**config.mk**
```make
export PLATFORM = sky130hd
export DESIGN_NAME = uart_alu_interface
export DESIGN_NICKNAME = d
export VERILOG_FILES = /design/src/rtl/uart_alu_pkg.sv /design/src/rtl/uart_alu_interface_tmo_counter.sv /design/src/rtl/uart_alu_interface.sv
export SDC_FILE = /design/constraint.sdc
export NUM_CORES = 1
export LEC_CHECK = 0
export CAP_MARGIN = 20
export CORE_MARGIN = 1
export CORE_UTILIZATION = 45
export DETAILED_ROUTE_END_ITERATION = 10
export PLACE_DENSITY = 0.72
export SETUP_SLACK_MARGIN = 0.05
export SYNTH_ARGS = -nofsm -noshare
export SYNTH_HDL_FRONTEND = slang
export SYNTH_SLANG_ARGS = --single-unit
```
**constraint.sdc**
```tcl
create_clock -name i_clk -period 1.8 [get_ports i_clk]
set_input_delay 0.36 -clock i_clk [delete_from_list [all_inputs] [get_ports i_clk]]
set_output_delay 0.36 -clock i_clk [all_outputs]
set_load 0.01 [all_outputs]
```
**src/rtl/uart_alu_pkg.sv**
```systemverilog
// Shared definitions for the UART/ALU sequencing stage.
// Contents: default widths, 3-bit state encodings and the FSM state type,
// and the ALU opcode constants used by the external combinational ALU.
package uart_alu_pkg;

    localparam int NB_BITS_DEF = 8;
    localparam int NB_OP_DEF   = 6;

    localparam logic [2:0] ST_WAIT_A  = 3'd0;
    localparam logic [2:0] ST_WAIT_OP = 3'd1;
    localparam logic [2:0] ST_WAIT_B  = 3'd2;
    localparam logic [2:0] ST_SEND    = 3'd3;
    localparam logic [2:0] ST_WAIT_TX = 3'd4;

    typedef enum logic [2:0] {
        WAIT_A  = ST_WAIT_A,
        WAIT_OP = ST_WAIT_OP,
        WAIT_B  = ST_WAIT_B,
        SEND    = ST_SEND,
        WAIT_TX = ST_WAIT_TX
    } state_t;

    localparam logic [5:0] OP_ADD = 6'b100000;
    localparam logic [5:0] OP_SUB = 6'b100010;
    localparam logic [5:0] OP_AND = 6'b100100;
    localparam logic [5:0] OP_OR  = 6'b100101;
    localparam logic [5:0] OP_XOR = 6'b100110;
    localparam logic [5:0] OP_SRA = 6'b000011;
    localparam logic [5:0] OP_SRL = 6'b000010;
    localparam logic [5:0] OP_NOR = 6'b100111;

endpackage

```
**src/rtl/uart_alu_interface_tmo_counter.sv**
```systemverilog
// Inter-byte timeout counter.
// Ports:
//   i_clk     system clock
//   i_rst     synchronous active-high reset
//   i_clr     clear count to zero (has priority over i_en)
//   i_en      count one cycle
//   o_expire  count has reached TIMEOUT-1 while enabled; never set when TIMEOUT=0
// The count saturates at TIMEOUT-1 instead of wrapping.
module tmo_counter #(
    parameter int NB_TMO  = 20,
    parameter int TIMEOUT = 1000000
) (
    input  logic i_clk,
    input  logic i_rst,
    input  logic i_clr,
    input  logic i_en,
    output logic o_expire
);

    localparam logic [NB_TMO-1:0] TC = (TIMEOUT == 0) ? '0 : NB_TMO'(TIMEOUT - 1);

    logic [NB_TMO-1:0] count_q;
    logic [NB_TMO-1:0] count_d;

    always_comb begin
        count_d = count_q;
        if (i_clr) begin
            count_d = '0;
        end else if (i_en && (count_q != TC)) begin
            count_d = count_q + NB_TMO'(1);
        end
    end

    always_ff @(posedge i_clk) begin
        if (i_rst) begin
            count_q <= '0;
        end else begin
            count_q <= count_d;
        end
    end

    assign o_expire = (TIMEOUT != 0) && i_en && (count_q == TC);

endmodule

```
**src/rtl/uart_alu_interface.sv**
```systemverilog
// Sequencer between UART receiver and transmitter: gathers operand A,
// opcode and operand B, presents them to the external ALU, then hands the
// ALU result to the transmitter with a start/done handshake.
// Ports:
//   i_clk, i_rst          clock, synchronous active-high reset
//   i_rx_data, i_rx_done  received byte and its one-cycle strobe
//   i_alu_result          combinational ALU output
//   i_tx_done             transmitter frame-complete pulse
//   o_alu_a/o_alu_b/o_alu_op  registered ALU operands and opcode
//   o_tx_data, o_tx_start     registered result byte and one-cycle send request
//   o_drop                    one-cycle pulse: byte discarded or command timed out
//
// state   | meaning
// WAIT_A  | idle, next byte is operand A
// WAIT_OP | next byte is the opcode (timeout armed)
// WAIT_B  | next byte is operand B (timeout armed)
// SEND    | one cycle: latch ALU result, request transmit
// WAIT_TX | waiting for transmitter to finish
module uart_alu_interface
    import uart_alu_pkg::*;
#(
    parameter int NB_BITS = NB_BITS_DEF,
    parameter int NB_OP   = NB_OP_DEF,
    parameter int NB_TMO  = 20,
    parameter int TIMEOUT = 1000000
) (
    input  logic               i_clk,
    input  logic               i_rst,
    input  logic [NB_BITS-1:0] i_rx_data,
    input  logic               i_rx_done,
    input  logic [NB_BITS-1:0] i_alu_result,
    input  logic               i_tx_done,
    output logic [NB_BITS-1:0] o_alu_a,
    output logic [NB_BITS-1:0] o_alu_b,
    output logic [NB_OP-1:0]   o_alu_op,
    output logic [NB_BITS-1:0] o_tx_data,
    output logic               o_tx_start,
    output logic               o_drop
);

    state_t             state_q,    state_d;
    logic [NB_BITS-1:0] alu_a_q,    alu_a_d;
    logic [NB_BITS-1:0] alu_b_q,    alu_b_d;
    logic [NB_OP-1:0]   alu_op_q,   alu_op_d;
    logic [NB_BITS-1:0] tx_data_q,  tx_data_d;
    logic               tx_start_q, tx_start_d;
    logic               drop_q,     drop_d;

    logic in_gather;
    logic tmo_clr;
    logic tmo_expire;

    // Counter runs only while waiting for opcode or B. Holding it clear
    // everywhere else gives a zero count on entry to WAIT_OP, and clearing
    // on any received byte restarts it for the next field.
    assign in_gather = (state_q == WAIT_OP) || (state_q == WAIT_B);
    assign tmo_clr   = !in_gather || i_rx_done;

    tmo_counter #(
        .NB_TMO  (NB_TMO),
        .TIMEOUT (TIMEOUT)
    ) u_tmo (
        .i_clk    (i_clk),
        .i_rst    (i_rst),
        .i_clr    (tmo_clr),
        .i_en     (in_gather),
        .o_expire (tmo_expire)
    );

    always_comb begin
        state_d    = state_q;
        alu_a_d    = alu_a_q;
        alu_b_d    = alu_b_q;
        alu_op_d   = alu_op_q;
        tx_data_d  = tx_data_q;
        tx_start_d = 1'b0;
        drop_d     = 1'b0;

        unique case (state_q)
            WAIT_A: begin
                if (i_rx_done) begin
                    alu_a_d = i_rx_data;
                    state_d = WAIT_OP;
                end
            end
            WAIT_OP: begin
                // A byte landing on the expiry cycle wins over the timeout.
                if (i_rx_done) begin
                    alu_op_d = i_rx_data[NB_OP-1:0];
                    state_d  = WAIT_B;
                end else if (tmo_expire) begin
                    drop_d  = 1'b1;
                    state_d = WAIT_A;
                end
            end
            WAIT_B: begin
                if (i_rx_done) begin
                    alu_b_d = i_rx_data;
                    state_d = SEND;
                end else if (tmo_expire) begin
                    drop_d  = 1'b1;
                    state_d = WAIT_A;
                end
            end
            SEND: begin
                tx_data_d  = i_alu_result;
                tx_start_d = 1'b1;
                drop_d     = i_rx_done;
                state_d    = WAIT_TX;
            end
            WAIT_TX: begin
                drop_d = i_rx_done;
                if (i_tx_done) begin
                    state_d = WAIT_A;
                end
            end
            default: begin
                state_d = WAIT_A;
            end
        endcase
    end

    always_ff @(posedge i_clk) begin
        if (i_rst) begin
            state_q    <= WAIT_A;
            alu_a_q    <= '0;
            alu_b_q    <= '0;
            alu_op_q   <= '0;
            tx_data_q  <= '0;
            tx_start_q <= 1'b0;
            drop_q     <= 1'b0;
        end else begin
            state_q    <= state_d;
            alu_a_q    <= alu_a_d;
            alu_b_q    <= alu_b_d;
            alu_op_q   <= alu_op_d;
            tx_data_q  <= tx_data_d;
            tx_start_q <= tx_start_d;
            drop_q     <= drop_d;
        end
    end

    assign o_alu_a    = alu_a_q;
    assign o_alu_b    = alu_b_q;
    assign o_alu_op   = alu_op_q;
    assign o_tx_data  = tx_data_q;
    assign o_tx_start = tx_start_q;
    assign o_drop     = drop_q;

endmodule

```
==> metrics list <==
- Count of non-filler cells in the finished layout: 411
- The mapped netlist covers 2450 um2.
* Fraction of power consumed by sequential logic: 0.531
- Routed wire per std cell: 13.4 um
- Port Buf Inserts: 51
- Share of power burned in combinational logic: 0.109
* Die width: 75.7 um
* Internal power: 1800 uW
* Peak supply drop: 390 uV
* CTS H-tree lvls: 2
- Row generation in the floorplan step produced 26 rows.
- The clock reaches the later pin of the worst-skew pair after 310 ps.
* Clock input transition at the sequential cells of the worst setup and hold paths: 100 ps
- Largest driver fanout on the critical path: 6
* HP Class: reg -> reg
- The worst setup path is of the reg -> reg kind.
* Endpoints failing hold: 0
- Of the cells placed in the final design, the portion with a size suffix greater than 1 is 0.106.
- In the global route stage, overall resource usage came out at 0.202.
* 1st-pass router iterations: 4
- After detailed routing, the number of vias per cell comes to 5.23.
- At the pin with the least slew margin, the transition time is 386 ps.
- After layout, the design draws a total of 2370 uW.
- Data arrival time of the worst path: 1920 ps
* Req. time, crit path: 2050 ps
- Kind of end point of the critical path: flop
* Routability cong.: 0.784
* Antenna violations before repair: 0
* Final Critical Period: 1670 ps
- Cts bufs inserted: 5
* Filler cell count in the final layout: 448
- Setup violation total in the final timing report: 0
- Ports: 52
- Maximum number of buffers from clock root to sink: 2
* Area growth from synthesis to layout: 32.0%
- Setup repair after global routing left no endpoint under its margin.
- Yosys top cell area share: 0.450
- Overall overflow remaining after global route: 0
- Total of max-cap violations: 0
- The die is 75.7 um tall.
* Clock sink total: 55
- The flow ran to the end, and the final reports show no timing, DRC or antenna violations.
* Post-place instance area: 3090 um2
- Post-Route Skew: 4.03 ps
* Reported net switching power: 573 uW
* Summed negative setup slack over all endpoints: 0 ps
- With fillers left out, the area of the finished cells amounts to 3230 um2.
* Wire length reported by the detailed router: 5.50 mm
* Fin Hold WS: 462 ps
- LEAKAGE: 0.00106 uW
- The library cell used most frequently in the layout, excluding fill and tap cells, is dfxtp_1.
- Via count of the first global-routing pass: 1929
* Number of design rule violations left after detail routing: 0
- Pins Over Slew Limit: 0
* Instance count of the mapped netlist: 280
* Fin crit share: 0.926
- Cell taking the most area after synthesis: dfxtp_1
- Counting tap cells, the placed design contains a total of 401 instances.
- Cell at the root of the clock tree: clkbuf_8
* Relative slew slack: 0.742
- Buffers inserted to repair hold after CTS numbered 0.
* Syn nets: 301
- Mean Syn Cell Area: 8.74 um2
- Global-route wire length before repair: 8.83 mm
- DIE AREA: 5740 um2
- The Yosys step of the flow raised 0 warnings.
- The worst setup path is launched from a flop.
- The synthesized netlist contains 38 unique library cells.
- Initial standard-cell utilization of the core: 0.473
- After synthesis the netlist holds a flip-flop and latch count of 55.
- Sequential fraction of the synthesis area: 0.450
* Clock power share: 0.360
* Area inside the core boundary: 5170 um2
- The detail route stage leaves a number of antenna-violating nets equal to 0.
- Half-perimeter wire length of the detailed placement result: 4.00 mm
* Area contributors post-synth: dfxtp_1, mux2i_1, nand2_1
- In the final design database the tool counted 361 nets.
* Most frequent cells in the layout: dfxtp_1, clkdlybuf4s50_1, nand2_1
- Clock tree from TritonCTS: built
* Vias post-DR: 2150
- Net switching share of the total power: 0.241
- For this run, the top clock speed supported by timing is 0.600 GHz.
- For this block, the initial DRC count from the detailed router was 88.
* Total power divided by cell area: 735 nW/um2
* Largest net degree at the start of global routing: 34
- Antenna cells: 0
## through the flow
stage	setup slack [ps]	utilization
after detailed placement	14.8	0.598
after CTS	69.1	0.620
after floorplan	197	-
after global placement	64.1	0.598
after global routing	55.4	0.624
final	133	0.624
## sequential cells by signal (all words and copies together) (netlist names)
name	count
state_q	3
o_alu_b	8
u_tmo.count_q	20
o_tx_data	8
o_tx_start	1
o_alu_op	6
o_drop	1
o_alu_a	8
## worst max-delay path, stage by stage, from the launching register on
cell	delay (ps)
dfxtp_2	420
xnor2_1	150
or3_4	420
or4_1	470
a21oi_1	150
## layer usage
layer | vias up | part of all wire | track usage
met5 | - | 0 | 0
met4 | 0 | 0.015 | 0.0741
met3 | 7 | 0.038 | 0.0410
met2 | 37 | 0.48 | 0.320
met1 | 1004 | 0.47 | 0.273
li1 | 1102 | - | -
## timing repair
action / in CTS / in global routing
pin swaps: 0 / 1
endpoints found under the setup margin: 1 / 7
buffers inserted: 0 / 2
cloned: 0 / 0
endpoints found under the hold margin: 0 / 0
resized for setup: 1 / 4
## final timing paths
path	start	endpoint	slack, ps	cells after the start
hold / removal	o_tx_data[7]$_SDFFE_PP0P_	o_tx_data[7]$_SDFFE_PP0P_	460	2
setup reg to reg	state_q[0]$_SDFFE_PP0P_	u_tmo.count_q[17]$_SDFFE_PP0P_	130	4
setup / recovery	state_q[0]$_SDFFE_PP0P_	u_tmo.count_q[17]$_SDFFE_PP0P_	130	4
hold reg to reg	o_tx_data[7]$_SDFFE_PP0P_	o_tx_data[7]$_SDFFE_PP0P_	460	2
## power by group through the flow
stage,Sequential (uW),Clock [uW],Combinational (uW)
floorplan,1290,0,119
global placement,1290,0,255
detailed placement,1290,0,258
CTS,1260,875,260
global route,1260,920,283
finish,1260,854,258
## area by class of cell
class                   count  area, um2  area share
clock buffers               5       68.8      0.0213
clock inverters             3       47.5      0.0147
inverters                   4       15.0     0.00465
multi-input cells         204       1250       0.388
flip-flops and latches     55       1100       0.342
well taps                  70       87.6      0.0271
repair buffers             70        653       0.202
## cell families (layout without fill, tap and decap cells)
| kind of cell | count (synthesis) | in the layout | synth area share |
|---|---|---|---|
| AND/OR/NAND/NOR | 129 | 129 | 0.273 |
| flip-flops | 55 | 55 | 0.450 |
| AO/OA/AOI/OAI | 47 | 47 | 0.114 |
| multiplexers | 24 | 24 | 0.0982 |
| buffers and inverters | 21 | 82 | 0.0419 |
| XOR/XNOR | 3 | 3 | 0.0184 |
| adder cells (fa/ha/maj) | 1 | 1 | 0.00511 |
## synth_stat cells
master and count:
a211o_1 1, a211oi_1 5, a21boi_0 1, a21oi_1 29, a31oi_1 1, and2_1 2, and3_1 4, and4_1 4
buf_2 1, buf_6 3, clkbuf_1 13, dfxtp_1 55, ha_1 1, inv_1 4, mux2i_1 24, nand2_1 50
nand2b_1 13, nand3_1 9, nand3b_1 1, nand4_1 3, nand4_4 1, nor2_1 19, nor2_2 1, nor2b_1 1
nor3_1 3, nor3b_1 1, nor4_1 4, nor4bb_1 2, o211ai_1 1, o21a_1 1, o21ai_0 1, o31ai_1 7
or3_1 3, or3_4 1, or4_1 7, xnor2_1 1, xor2_1 1, xor2_4 1
No activity file was read; power rests on OpenSTA's default activity.
